File: config.mk
export PLATFORM = sky130hd
export DESIGN_NAME = sev_seg_scan_ctrl_flat
export DESIGN_NICKNAME = d
export VERILOG_FILES = /design/src/rtl/sev_seg_pkg.sv /design/src/rtl/sev_seg_scan_ctrl_if.sv /design/src/rtl/sev_seg_tick_gen.sv /design/src/rtl/sev_seg_scan_ctrl.sv /design/src/flat_wrapper.sv
export SDC_FILE = /design/constraint.sdc
export NUM_CORES = 1
export LEC_CHECK = 0
export ABC_AREA = 1
export BUFFER_PORTS_ARGS = -buffer_cell sky130_fd_sc_hd__buf_2
export CAP_MARGIN = 20
export CORE_UTILIZATION = 50
export CTS_BUF_LIST = sky130_fd_sc_hd__clkbuf_8
export DETAILED_ROUTE_END_ITERATION = 6
export PLACE_DENSITY = 0.7
export SYNTH_ARGS = -nofsm -noshare
export SYNTH_HDL_FRONTEND = slang
export SYNTH_HIERARCHICAL = 1
export SYNTH_SLANG_ARGS = --single-unit
File: constraint.sdc
create_clock -name clk -period 4.6 [get_ports clk]
set_input_delay 0.23 -clock clk [delete_from_list [all_inputs] [get_ports clk]]
set_output_delay 0.23 -clock clk [all_outputs]
set_load 0.05 [all_outputs]
File: src/rtl/sev_seg_pkg.sv
// Shared definitions for the seven-segment scan controller: segment encoding,
// blank pattern and scan-timing helpers.
package sev_seg_pkg;

  typedef logic [6:0] seg_t;

  // Common-anode, active-low: every segment off.
  localparam seg_t SEG_BLANK = 7'h7F;

  // Cycles per brightness sub-phase inside one digit slot.
  function automatic int sub_cycles(input int div, input int bright_w);
    return div >> bright_w;
  endfunction

  // Counter width able to hold 0..n-1 (never narrower than one bit).
  function automatic int cnt_width(input int n);
    return (n <= 2) ? 1 : $clog2(n);
  endfunction

  // Hex nibble to active-low segments, bit order {g,f,e,d,c,b,a}.
  function automatic seg_t hex2seg(input logic [3:0] nib);
    seg_t seg;
    case (nib)
      4'h0:    seg = 7'h40;
      4'h1:    seg = 7'h79;
      4'h2:    seg = 7'h24;
      4'h3:    seg = 7'h30;
      4'h4:    seg = 7'h19;
      4'h5:    seg = 7'h12;
      4'h6:    seg = 7'h02;
      4'h7:    seg = 7'h78;
      4'h8:    seg = 7'h00;
      4'h9:    seg = 7'h10;
      4'hA:    seg = 7'h08;
      4'hB:    seg = 7'h03;
      4'hC:    seg = 7'h46;
      4'hD:    seg = 7'h21;
      4'hE:    seg = 7'h06;
      default: seg = 7'h0E;
    endcase
    return seg;
  endfunction

endpackage

File: src/rtl/sev_seg_scan_ctrl_if.sv
// Datapath-side and pin-side signals of the scan controller, bundled so the
// board top can hand one connection to the controller.
interface sev_seg_scan_ctrl_if
  import sev_seg_pkg::*;
#(
  parameter int NUM_DIGITS = 8,
  parameter int BRIGHT_W   = 3
);
  localparam int IDX_W = $clog2(NUM_DIGITS);

  logic [NUM_DIGITS*4-1:0] digits;
  logic [NUM_DIGITS-1:0]   dp;
  logic [NUM_DIGITS-1:0]   digit_en;
  logic                    lz_blank;
  logic [BRIGHT_W-1:0]     brightness;

  seg_t                    Seg;
  logic                    DP;
  logic [NUM_DIGITS-1:0]   AN;
  logic [IDX_W-1:0]        scan_idx;

  // Datapath registers / board top side.
  modport master (
    output digits, dp, digit_en, lz_blank, brightness,
    input  Seg, DP, AN, scan_idx
  );

  // Scan controller side.
  modport slave (
    input  digits, dp, digit_en, lz_blank, brightness,
    output Seg, DP, AN, scan_idx
  );

endinterface

File: src/rtl/sev_seg_tick_gen.sv
// Slot timing: a sub-phase counter nested inside a brightness phase counter.
// One full sweep of both is one digit slot; slot_tick marks its last cycle.
module sev_seg_tick_gen
  import sev_seg_pkg::*;
#(
  parameter int DIV      = 8,
  parameter int BRIGHT_W = 2
) (
  input  logic                clk,
  input  logic                resetn,
  output logic                slot_tick,
  output logic [BRIGHT_W-1:0] phase
);

  localparam int SUB   = sub_cycles(DIV, BRIGHT_W);
  localparam int SUB_W = cnt_width(SUB);

  if ((DIV % (2 ** BRIGHT_W)) != 0 || SUB < 1) begin : g_div_chk
    $error("sev_seg_tick_gen: DIV=%0d is not a nonzero multiple of 2**BRIGHT_W", DIV);
  end

  logic [SUB_W-1:0]    sub_cnt_q, sub_cnt_d;
  logic [BRIGHT_W-1:0] phase_q, phase_d;
  logic                sub_wrap;

  // Advance sub-phase; step the PWM phase each time the sub-phase wraps.
  always_comb begin
    sub_wrap  = (sub_cnt_q == SUB_W'(SUB - 1));
    sub_cnt_d = sub_wrap ? '0 : sub_cnt_q + SUB_W'(1);
    phase_d   = sub_wrap ? phase_q + BRIGHT_W'(1) : phase_q;
    slot_tick = sub_wrap && (phase_q == '1);
  end

  // Counter state with synchronous active-low reset.
  always_ff @(posedge clk) begin
    if (!resetn) begin
      sub_cnt_q <= '0;
      phase_q   <= '0;
    end else begin
      sub_cnt_q <= sub_cnt_d;
      phase_q   <= phase_d;
    end
  end

  assign phase = phase_q;

endmodule

File: src/rtl/sev_seg_scan_ctrl.sv
// Multiplexed common-anode seven-segment scan controller with per-digit enable,
// decimal points, leading-zero blanking and PWM brightness. Inputs are
// snapshotted at each slot start so a digit never tears mid-slot.
module sev_seg_scan_ctrl
  import sev_seg_pkg::*;
#(
  parameter int NUM_DIGITS = 8,
  parameter int CLK_HZ     = 100_000_000,
  parameter int SCAN_HZ    = 1000,
  parameter int BRIGHT_W   = 3
) (
  input logic               clk,
  input logic               resetn,
  sev_seg_scan_ctrl_if.slave bus
);

  localparam int DIV   = CLK_HZ / SCAN_HZ;
  localparam int IDX_W = $clog2(NUM_DIGITS);

  if (NUM_DIGITS < 2 || NUM_DIGITS > 16) begin : g_nd_chk
    $error("sev_seg_scan_ctrl: NUM_DIGITS=%0d outside 2..16", NUM_DIGITS);
  end

  logic                slot_tick;
  logic [BRIGHT_W-1:0] phase;

  sev_seg_tick_gen #(
    .DIV      (DIV),
    .BRIGHT_W (BRIGHT_W)
  ) u_tick (
    .clk       (clk),
    .resetn    (resetn),
    .slot_tick (slot_tick),
    .phase     (phase)
  );

  logic [NUM_DIGITS*4-1:0] digits_s_q, digits_s_d;
  logic [NUM_DIGITS-1:0]   dp_s_q, dp_s_d;
  logic [NUM_DIGITS-1:0]   en_s_q, en_s_d;
  logic                    lz_s_q, lz_s_d;
  logic [BRIGHT_W-1:0]     bright_s_q, bright_s_d;
  logic                    snap_pend_q, snap_pend_d;
  logic [IDX_W-1:0]        scan_idx_q, scan_idx_d;
  logic                    dead_q, dead_d;
  seg_t                    seg_q, seg_d;
  logic                    dp_out_q, dp_out_d;
  logic [NUM_DIGITS-1:0]   an_q, an_d;

  logic                    snap_en;
  logic [NUM_DIGITS-1:0]   blank_vec;
  logic                    lz_run;
  logic [3:0]              nib_cur;
  logic                    lit;

  // Snapshot inputs at each slot start, and once on the first cycle out of
  // reset so the opening slot has real data; step the scan index per slot.
  always_comb begin
    snap_en     = slot_tick || snap_pend_q;
    digits_s_d  = snap_en ? bus.digits     : digits_s_q;
    dp_s_d      = snap_en ? bus.dp         : dp_s_q;
    en_s_d      = snap_en ? bus.digit_en   : en_s_q;
    lz_s_d      = snap_en ? bus.lz_blank   : lz_s_q;
    bright_s_d  = snap_en ? bus.brightness : bright_s_q;
    snap_pend_d = 1'b0;
    dead_d      = slot_tick;
    scan_idx_d  = scan_idx_q;
    if (slot_tick) begin
      scan_idx_d = (scan_idx_q == IDX_W'(NUM_DIGITS - 1)) ? '0 : scan_idx_q + IDX_W'(1);
    end
  end

  // Blank decision per digit, walking down from the most significant digit
  // so a disabled digit counts as a zero for leading-zero purposes.
  always_comb begin
    blank_vec = '0;
    lz_run    = 1'b1;
    for (int i = NUM_DIGITS - 1; i >= 0; i--) begin
      lz_run       = lz_run && (!en_s_q[i] || (digits_s_q[4*i +: 4] == 4'h0));
      blank_vec[i] = !en_s_q[i] || (lz_s_q && (i != 0) && lz_run);
    end
  end

  // Output stage: light the current digit during its PWM on-window, except
  // in the dead cycle right after a slot change (anti-ghosting).
  always_comb begin
    nib_cur  = digits_s_q[4*int'(scan_idx_q) +: 4];
    lit      = !dead_q && !blank_vec[scan_idx_q] && (phase <= bright_s_q);
    an_d     = '1;
    seg_d    = SEG_BLANK;
    dp_out_d = 1'b1;
    if (lit) begin
      an_d     = ~(NUM_DIGITS'(1) << scan_idx_q);
      seg_d    = hex2seg(nib_cur);
      dp_out_d = ~dp_s_q[scan_idx_q];
    end
  end

  // All controller state with synchronous active-low reset.
  always_ff @(posedge clk) begin
    if (!resetn) begin
      digits_s_q  <= '0;
      dp_s_q      <= '0;
      en_s_q      <= '0;
      lz_s_q      <= 1'b0;
      bright_s_q  <= '0;
      snap_pend_q <= 1'b1;
      scan_idx_q  <= '0;
      dead_q      <= 1'b0;
      seg_q       <= SEG_BLANK;
      dp_out_q    <= 1'b1;
      an_q        <= '1;
    end else begin
      digits_s_q  <= digits_s_d;
      dp_s_q      <= dp_s_d;
      en_s_q      <= en_s_d;
      lz_s_q      <= lz_s_d;
      bright_s_q  <= bright_s_d;
      snap_pend_q <= snap_pend_d;
      scan_idx_q  <= scan_idx_d;
      dead_q      <= dead_d;
      seg_q       <= seg_d;
      dp_out_q    <= dp_out_d;
      an_q        <= an_d;
    end
  end

  assign bus.Seg      = seg_q;
  assign bus.DP       = dp_out_q;
  assign bus.AN       = an_q;
  assign bus.scan_idx = scan_idx_q;

endmodule
File: src/flat_wrapper.sv
// flat-port wrapper written by rule: the top's interface ports become plain ports
module sev_seg_scan_ctrl_flat import sev_seg_pkg::*;
#(
  parameter int NUM_DIGITS = 8,
  parameter int CLK_HZ     = 100_000_000,
  parameter int SCAN_HZ    = 1000,
  parameter int BRIGHT_W   = 3
)
  (clk, resetn, bus_digits, bus_dp, bus_digit_en, bus_lz_blank, bus_brightness, bus_Seg, bus_DP, bus_AN, bus_scan_idx);
  sev_seg_scan_ctrl_if #(.NUM_DIGITS(NUM_DIGITS), .BRIGHT_W(BRIGHT_W)) bus_i ();
  input logic clk;
  input logic resetn;
  input wire logic [$bits(bus_i.digits)-1:0] bus_digits;
  input wire logic [$bits(bus_i.dp)-1:0] bus_dp;
  input wire logic [$bits(bus_i.digit_en)-1:0] bus_digit_en;
  input wire logic [$bits(bus_i.lz_blank)-1:0] bus_lz_blank;
  input wire logic [$bits(bus_i.brightness)-1:0] bus_brightness;
  output wire logic [$bits(bus_i.Seg)-1:0] bus_Seg;
  output wire logic [$bits(bus_i.DP)-1:0] bus_DP;
  output wire logic [$bits(bus_i.AN)-1:0] bus_AN;
  output wire logic [$bits(bus_i.scan_idx)-1:0] bus_scan_idx;
  assign bus_i.digits = bus_digits;
  assign bus_i.dp = bus_dp;
  assign bus_i.digit_en = bus_digit_en;
  assign bus_i.lz_blank = bus_lz_blank;
  assign bus_i.brightness = bus_brightness;
  assign bus_Seg = bus_i.Seg;
  assign bus_DP = bus_i.DP;
  assign bus_AN = bus_i.AN;
  assign bus_scan_idx = bus_i.scan_idx;
  sev_seg_scan_ctrl #(.NUM_DIGITS(NUM_DIGITS), .CLK_HZ(CLK_HZ), .SCAN_HZ(SCAN_HZ), .BRIGHT_W(BRIGHT_W)) u_core (.clk(clk), .resetn(resetn), .bus(bus_i));
endmodule
Word-level counts from Yosys, hierarchy flattened
Memory sizes are Yosys's and may differ from the RTL's. A register that Yosys moved wholly into a read port is not among the register bits.
Index checks and enable logic that the tools add are counted.
{"block": "classes", "add_sub_neg": 3, "order_cmp": 2, "n_eq_ne": 3, "shift": 2, "mux": 6, "bitwise": 3, "reduce_logical": 51}
{"op": "indexed part select 32 x 6 -> 4 bit", "n": 1}
{"op": "logical NOT 4 bit", "n": 7}
{"op": "logical AND 1 bit", "n": 16}
{"op": "logical OR 1 bit", "n": 15}
{"op": "adder 14 x 1 -> 14 bit (second input constant)", "n": 1}
{"op": "equality test 14 bit (second input constant)", "n": 1}
{"op": "logical NOT 1 bit", "n": 11}
{"op": "NOT 8 bit", "n": 1}
{"op": "<< shifter 1 x 3 -> 8 bit (first input constant)", "n": 1}
{"op": "adder 3 x 1 -> 3 bit (second input constant)", "n": 2}
{"op": "binary-select mux 1 bit (select 3 bit)", "n": 2}
{"op": "equality test 3 bit (second input constant)", "n": 2}
{"op": "< comparator 3 x 4 -> 1 bit (second input constant)", "n": 1}
{"op": "less-or-equal comparator 3 bit", "n": 1}
{"op": "2-to-1 mux 1 bit", "n": 3}
{"op": "2-to-1 mux 3 bit", "n": 1}
{"op": "NOT 1 bit", "n": 2}
{"op": "AND reduction 2 bit", "n": 1}
{"op": "OR reduction 2 bit", "n": 1}
{"block": "totals", "regBits": 83, "romBits": 112, "in_bits": 54, "output_inout_bits": 19, "word_cells": 83, "mem_count": 1}
{"name": "(name not given)", "depth": 16, "word_bits": 7, "rd": 1, "rd_clocked_by_memory_dff": 1, "write_ports": 0, "line_no": "sev_seg_pkg.sv:23", "source": "case (nib)"}

Logic depth before layout (Yosys ltp)
{"block": "depth", "word_depth": 17, "ltp_mapped": 16, "mapped_depth_nobuf": 14}

Hierarchy
Netlist, hierarchy kept.
{"module": "sev_seg_scan_ctrl", "n_inst": 1, "cells_each": 466, "area_per_inst_um2": 3495.9, "seq_area_each_um2": 1461.4}
{"module": "sev_seg_tick_gen", "n_inst": 1, "cells_each": 140, "area_per_inst_um2": 918.4, "seq_area_each_um2": 340.3}

Least setup slack after synthesis
Ideal clock, no wire load.
{"block": "synth_timing", "path_type": "flip-flop to flip-flop", "from": "reg u_core.scan_idx_q[0], in the netlist u_core/bus.scan_idx[0]", "to": "reg u_core.seg_q[6], in the netlist u_core/bus.Seg[6]", "setup_time_ns": 0.127, "arrival_time_ns": 2.103, "path_slack_ns": 2.369, "path_stages_with_launch": 13, "n_path_buf": 2, "path_cell_list": "dfxtp_1 > buf_6 > inv_4 > buf_6 > o21ai_0 > o21ai_1 > o21ai_2 > inv_1 > ha_1 > nand2_1 > nand2_1 > o21ai_1 > nand3_1"}
{"block": "synth_via", "elab_chain_len": 7, "elab_cells_between_ends": 8, "cone_classes": "1 x shift; 2 x mux; 5 x reduce/logical"}
{"item": "start: declaration", "line_no": "sev_seg_scan_ctrl.sv:43", "source": "logic [IDX_W-1:0] scan_idx_q, scan_idx_d;"}
{"item": "start signal: assignment", "line_no": "sev_seg_scan_ctrl.sv:119", "source": "scan_idx_q <= scan_idx_d;"}
{"item": "binary-select mux 1 bit (select 3 bit)", "line_no": "sev_seg_scan_ctrl.sv:87", "source": "lit = !dead_q && !blank_vec[scan_idx_q] && (phase <= bright_s_q);"}
{"item": "2-to-1 mux 1 bit (implied by the code)", "line_no": "sev_seg_scan_ctrl.sv:87"}
{"item": "logical NOT 1 bit", "line_no": "sev_seg_scan_ctrl.sv:87"}
{"item": "logical AND 1 bit (2 in a row)", "line_no": "sev_seg_scan_ctrl.sv:87"}
{"item": "AND reduction 2 bit (no line)"}
{"item": "logical NOT 1 bit (no line)"}
{"item": "end: declaration", "line_no": "sev_seg_scan_ctrl.sv:45", "source": "seg_t seg_q, seg_d;"}
Several ways; a longest one is shown, not always the timed one. The select of a mux whose other input is x is not followed.
A chain may end at the register's enable or synchronous reset.

Worst setup path after layout
{"block": "layout_timing", "from": "reg u_core.u_tick.sub_cnt_q[0]", "to": "reg u_core.digits_s_q[19]"}
{"block": "layout_via", "elab_chain_len": 3}
{"item": "start: declaration", "line_no": "sev_seg_tick_gen.sv:22", "source": "logic [SUB_W-1:0] sub_cnt_q, sub_cnt_d;"}
{"item": "start signal: assignment", "line_no": "sev_seg_tick_gen.sv:40", "source": "sub_cnt_q <= sub_cnt_d;"}
{"item": "equality test 14 bit", "line_no": "sev_seg_tick_gen.sv:28", "source": "sub_wrap = (sub_cnt_q == SUB_W'(SUB - 1));"}
{"item": "logical AND 1 bit", "line_no": "sev_seg_tick_gen.sv:31", "source": "slot_tick = sub_wrap && (phase_q == '1);"}
{"item": "named net u_core.dead_d", "line_no": "sev_seg_scan_ctrl.sv:44", "source": "logic dead_q, dead_d;"}
{"item": "logical OR 1 bit", "line_no": "sev_seg_scan_ctrl.sv:58", "source": "snap_en = slot_tick || snap_pend_q;"}
{"item": "end signal: assignment", "line_no": "sev_seg_scan_ctrl.sv:113", "source": "digits_s_q <= digits_s_d;"}
{"item": "end: declaration", "line_no": "sev_seg_scan_ctrl.sv:37", "source": "logic [NUM_DIGITS*4-1:0] digits_s_q, digits_s_d;"}
The timed path passes the listed nets, and every way through them passes these cells.

==> metrics.csv <==
stage,metric,value,unit
synthesis,Post-Synth Simple-Gate Area,0.257,
timing,Final min period,2.80,ns
routing,vias per inst,5.08,
finish,Fillers,817,
critical_path,"slowest stage cell, crit path",inv_1,
power_and_ir_drop,sequential share of power,0.503,
critical_path,crit-path cells,ha_1 -> inv_1 -> nor2_1 -> nand2_1 -> nor2_2 -> nand2_2 -> nor2_1 -> nor2_4 -> buf_4 -> inv_1 -> nor2_1 -> nor2_1,
timing,Fin Clk Skew,0.00522,ns
outcome,status,"finished, final reports clean",
timing,setup TNS,0,ns
critical_path,count of buffer and inverter cells on the critical path,3,
floorplan,core area,8380,um2
clock_tree,hold buffers post-CTS,0,
critical_path,CP max stage delay,0.74,ns
finish,most frequent cells in the layout,"125 x nor2_1, 90 x dfxtp_1, 74 x nand2_1",
clock_tree,CTS resizes,0,
critical_path,top fanout value on the critical path,74,
synthesis,Post-Synth Adder-Cell Area,0.0510,
finish,post-synthesis to final-layout area growth,13.1,%
finish,layout cells sized above 1,0.189,
critical_path,"Arr. time, crit path",3.09,ns
power_and_ir_drop,NetSw,0.000413,W
power_and_ir_drop,pwr dens,334,nW/um2
global_routing,All-Layer GR Usage,0.222,
clock_tree,Root Driver,clkbuf_8,
power_and_ir_drop,switch share,0.247,
synthesis,Synth top area share,0.408,
synthesis,largest area contributor in the synthesized netlist,dfxtp_1,
global_routing,antenna violations before repair,0,
timing,pins over their slew limit,0,
clock_tree,H-tree level count,3,
finish,NumNets Final,735,
timing,final-report hold violation count,0,
critical_path,crit path capture type,flop,
synthesis,largest family of logic cells by synthesized area,simple AND/OR/NAND/NOR gates,
synthesis,Mapped Area,4410,um2
floorplan,I/O pin total,73,
finish,area of the multi-input gates,2200,um2
floorplan,Die ar.,9210,um2
global_routing,vias in the first global route,3467,
synthesis,synthesized area per cell,7.28,um2
floorplan,Die Width,96.0,um
placed_design,DP HPWL,7.20,mm
routing,routed vias,3921,
global_routing,largest net degree at the start of global routing,75,
synthesis,Synth warnings,6,
routing,drt pass-1 iters,4,
synthesis,multiplexer share of the synthesized area,0,
synthesis,Post-Synth XOR/XNOR Area,0.00595,
placed_design,port bufs,72,
power_and_ir_drop,Comb pwr share,0.113,
timing,Least-Margin Pin Slew,0.911,ns
power_and_ir_drop,Leakage Power,2.14,nW
synthesis,post-synthesis sequential area ratio,0.408,
timing,final period utilization,0.609,
routing,Routed Antenna Nets,0,
routing,post-DR wirelength/cell,12.6,um
critical_path,crit path launch type,flop,
critical_path,"most used cell, CP",nor2_1,
floorplan,Starting Density,0.527,
power_and_ir_drop,P_int,0.00126,W
synthesis,syn_nets,678,
routing,final routed DRC violation total,0,
hold_path,Hold WC Path Type,in2reg,
timing,final setup vio count,0,
clock_tree,later-pin clock latency in the skew report,0.35,ns
synthesis,Seq cells post-synth,90,
global_routing,first-pass GRT wire length,15.8,mm
placed_design,placed cell area,4750,um2
flow_run,maximum capacitance violations,0,
placed_design,routability cong.,0.897,
finish,finished layout cell area,4990,um2
clock_tree,CTS clock-pin slew for the worst setup and hold paths,0.09,ns
routing,DRT Wirelength,9.76,mm
critical_path,kind of critical path,reg2reg,
clock_tree,CTS buffer count,9,
synthesis,Synth Instances,606,
finish,storage element area,1800,um2
clock_tree,TritonCTS clock tree,done,
timing,Peak Freq,357,MHz
critical_path,cell family contributing the most delay on the critical path,buffers and inverters,
synthesis,top post-synthesis cells by area,"dfxtp_1 41%, nor2_1 11%, o21ai_0 7.7%",
synthesis,Synth cell types,39,
floorplan,site row count,33,
clock_tree,Post-CTS Setup Bufs,0,
clock_tree,# clock sinks,90,
timing,RSZ-0062 raised after global routing,no,
power_and_ir_drop,VDD IR-drop max,0.000190,V
timing,slew margin rel.,0.392,
finish,Final Non-Filler Cells,772,
finish,"leading cell type in the layout, fill and taps excluded",nor2_1,
timing,Min Hold Slack,0.135,ns
synthesis,Synth Area in Compound Gates,0.184,
routing,initial DRC count,147,
critical_path,required time of the critical path,4.89,ns
floorplan,Die H,96.0,um
finish,# diodes,0,
power_and_ir_drop,Clk network pwr share,0.384,
placed_design,post-placement cell count,757,
global_routing,GR Overflow Total,0,
clock_tree,Clock Tree Buf Depth,2,
[synth_stat cells, drive strengths merged]
| library cell | count |
|---|---|
| o211ai | 4 |
| nor2 | 130 |
| buf | 11 |
| nand4 | 4 |
| or2 | 1 |
| bufinv | 1 |
| nor3 | 2 |
| o22ai | 1 |
| xor2 | 1 |
| o21bai | 1 |
| a211o | 1 |
| nand2 | 84 |
| nand3 | 43 |
| o21a | 2 |
| dfxtp | 90 |
| a21oi | 48 |
| nor4 | 1 |
| xnor2 | 2 |
| a31oi | 1 |
| o21ai | 85 |
| inv | 58 |
| clkbuf | 17 |
| ha | 18 |
[worst reg2reg max path: cells and delay by family (launching register included)]
kind | cells | cell delay [ns]
adder cells (fa/ha/maj) | 1 | 0.20
AND/OR/NAND/NOR | 8 | 1.03
buffers and inverters | 3 | 1.12
flip-flops | 1 | 0.38
[cells by family after synthesis]
logic type,Yosys count
flops,90
compound gates,143
xor+xnor,3
simple gates,265
fa+ha+maj,18
buf+inv,87
[area by class of cell]
cell class / instances / area share
Tap cell: 105 / 0.0263
Multi-Input combinational cell: 429 / 0.441
Clock inverter: 5 / 0.0206
Inverter: 59 / 0.0481
Clock buffer: 10 / 0.0276
Timing Repair Buffer: 74 / 0.0752
Sequential cell: 90 / 0.361
[power groups by stage]
stage / Sequential, W / Combinational, W / Clock (W)
finish: 0.000839 / 0.000189 / 0.000641
global route: 0.000844 / 0.000215 / 0.000690
CTS: 0.000839 / 0.000190 / 0.000656
detailed placement: 0.000857 / 0.000189 / 0
global placement: 0.000855 / 0.000183 / 0
floorplan: 0.000862 / 0.000127 / 0
[worst paths after layout]
path	startpoint	to	slack, ns	cells past startpoint
worst max-delay path	u_core/u_tick/sub_cnt_q[0]	u_core/digits_s_q[19]	1.80	12
worst min-delay path	bus_dp[0]	u_core/dp_s_q[0]	0.14	3
worst max register to register	u_core/u_tick/sub_cnt_q[0]	u_core/digits_s_q[19]	1.80	12
worst min register to register	u_core/dp_s_q[2]	u_core/dp_s_q[2]	0.46	2
[per-stage QoR]
| step | power, W | util | setup slack [ns] |
|---|---|---|---|
| finish | 0.00167 | 0.596 | 1.80 |
| global route | 0.00175 | 0.596 | 1.40 |
| CTS | 0.00168 | 0.596 | 1.77 |
| detailed placement | 0.00105 | 0.567 | 1.80 |
| global placement | 0.00104 | 0.567 | 1.92 |
| floorplan | 0.000989 | - | 2.37 |
[routing by layer]
metal,GRT usage,vias up,routed length [um]
li1,-,2073,-
met1,0.304,1741,4770
met2,0.351,92,4400
met3,0.0363,15,421
met4,0.0808,0,170
met5,0,-,0
[flip-flops by register name, indices dropped and copies added (netlist names)]
signal,flops
u_core/dead_q,1
u_core/bus.scan_idx,3
u_core/digits_s_q,32
u_core/en_s_q,8
u_core/bus.AN,8
u_core/dp_s_q,8
u_core/u_tick/phase,3
u_core/bright_s_q,3
u_core/u_tick/sub_cnt_q,14
u_core/bus.DP,1
u_core/bus.Seg,7
u_core/lz_s_q,1
u_core/snap_pend_q,1
No activity file was read; power rests on OpenSTA's default activity.
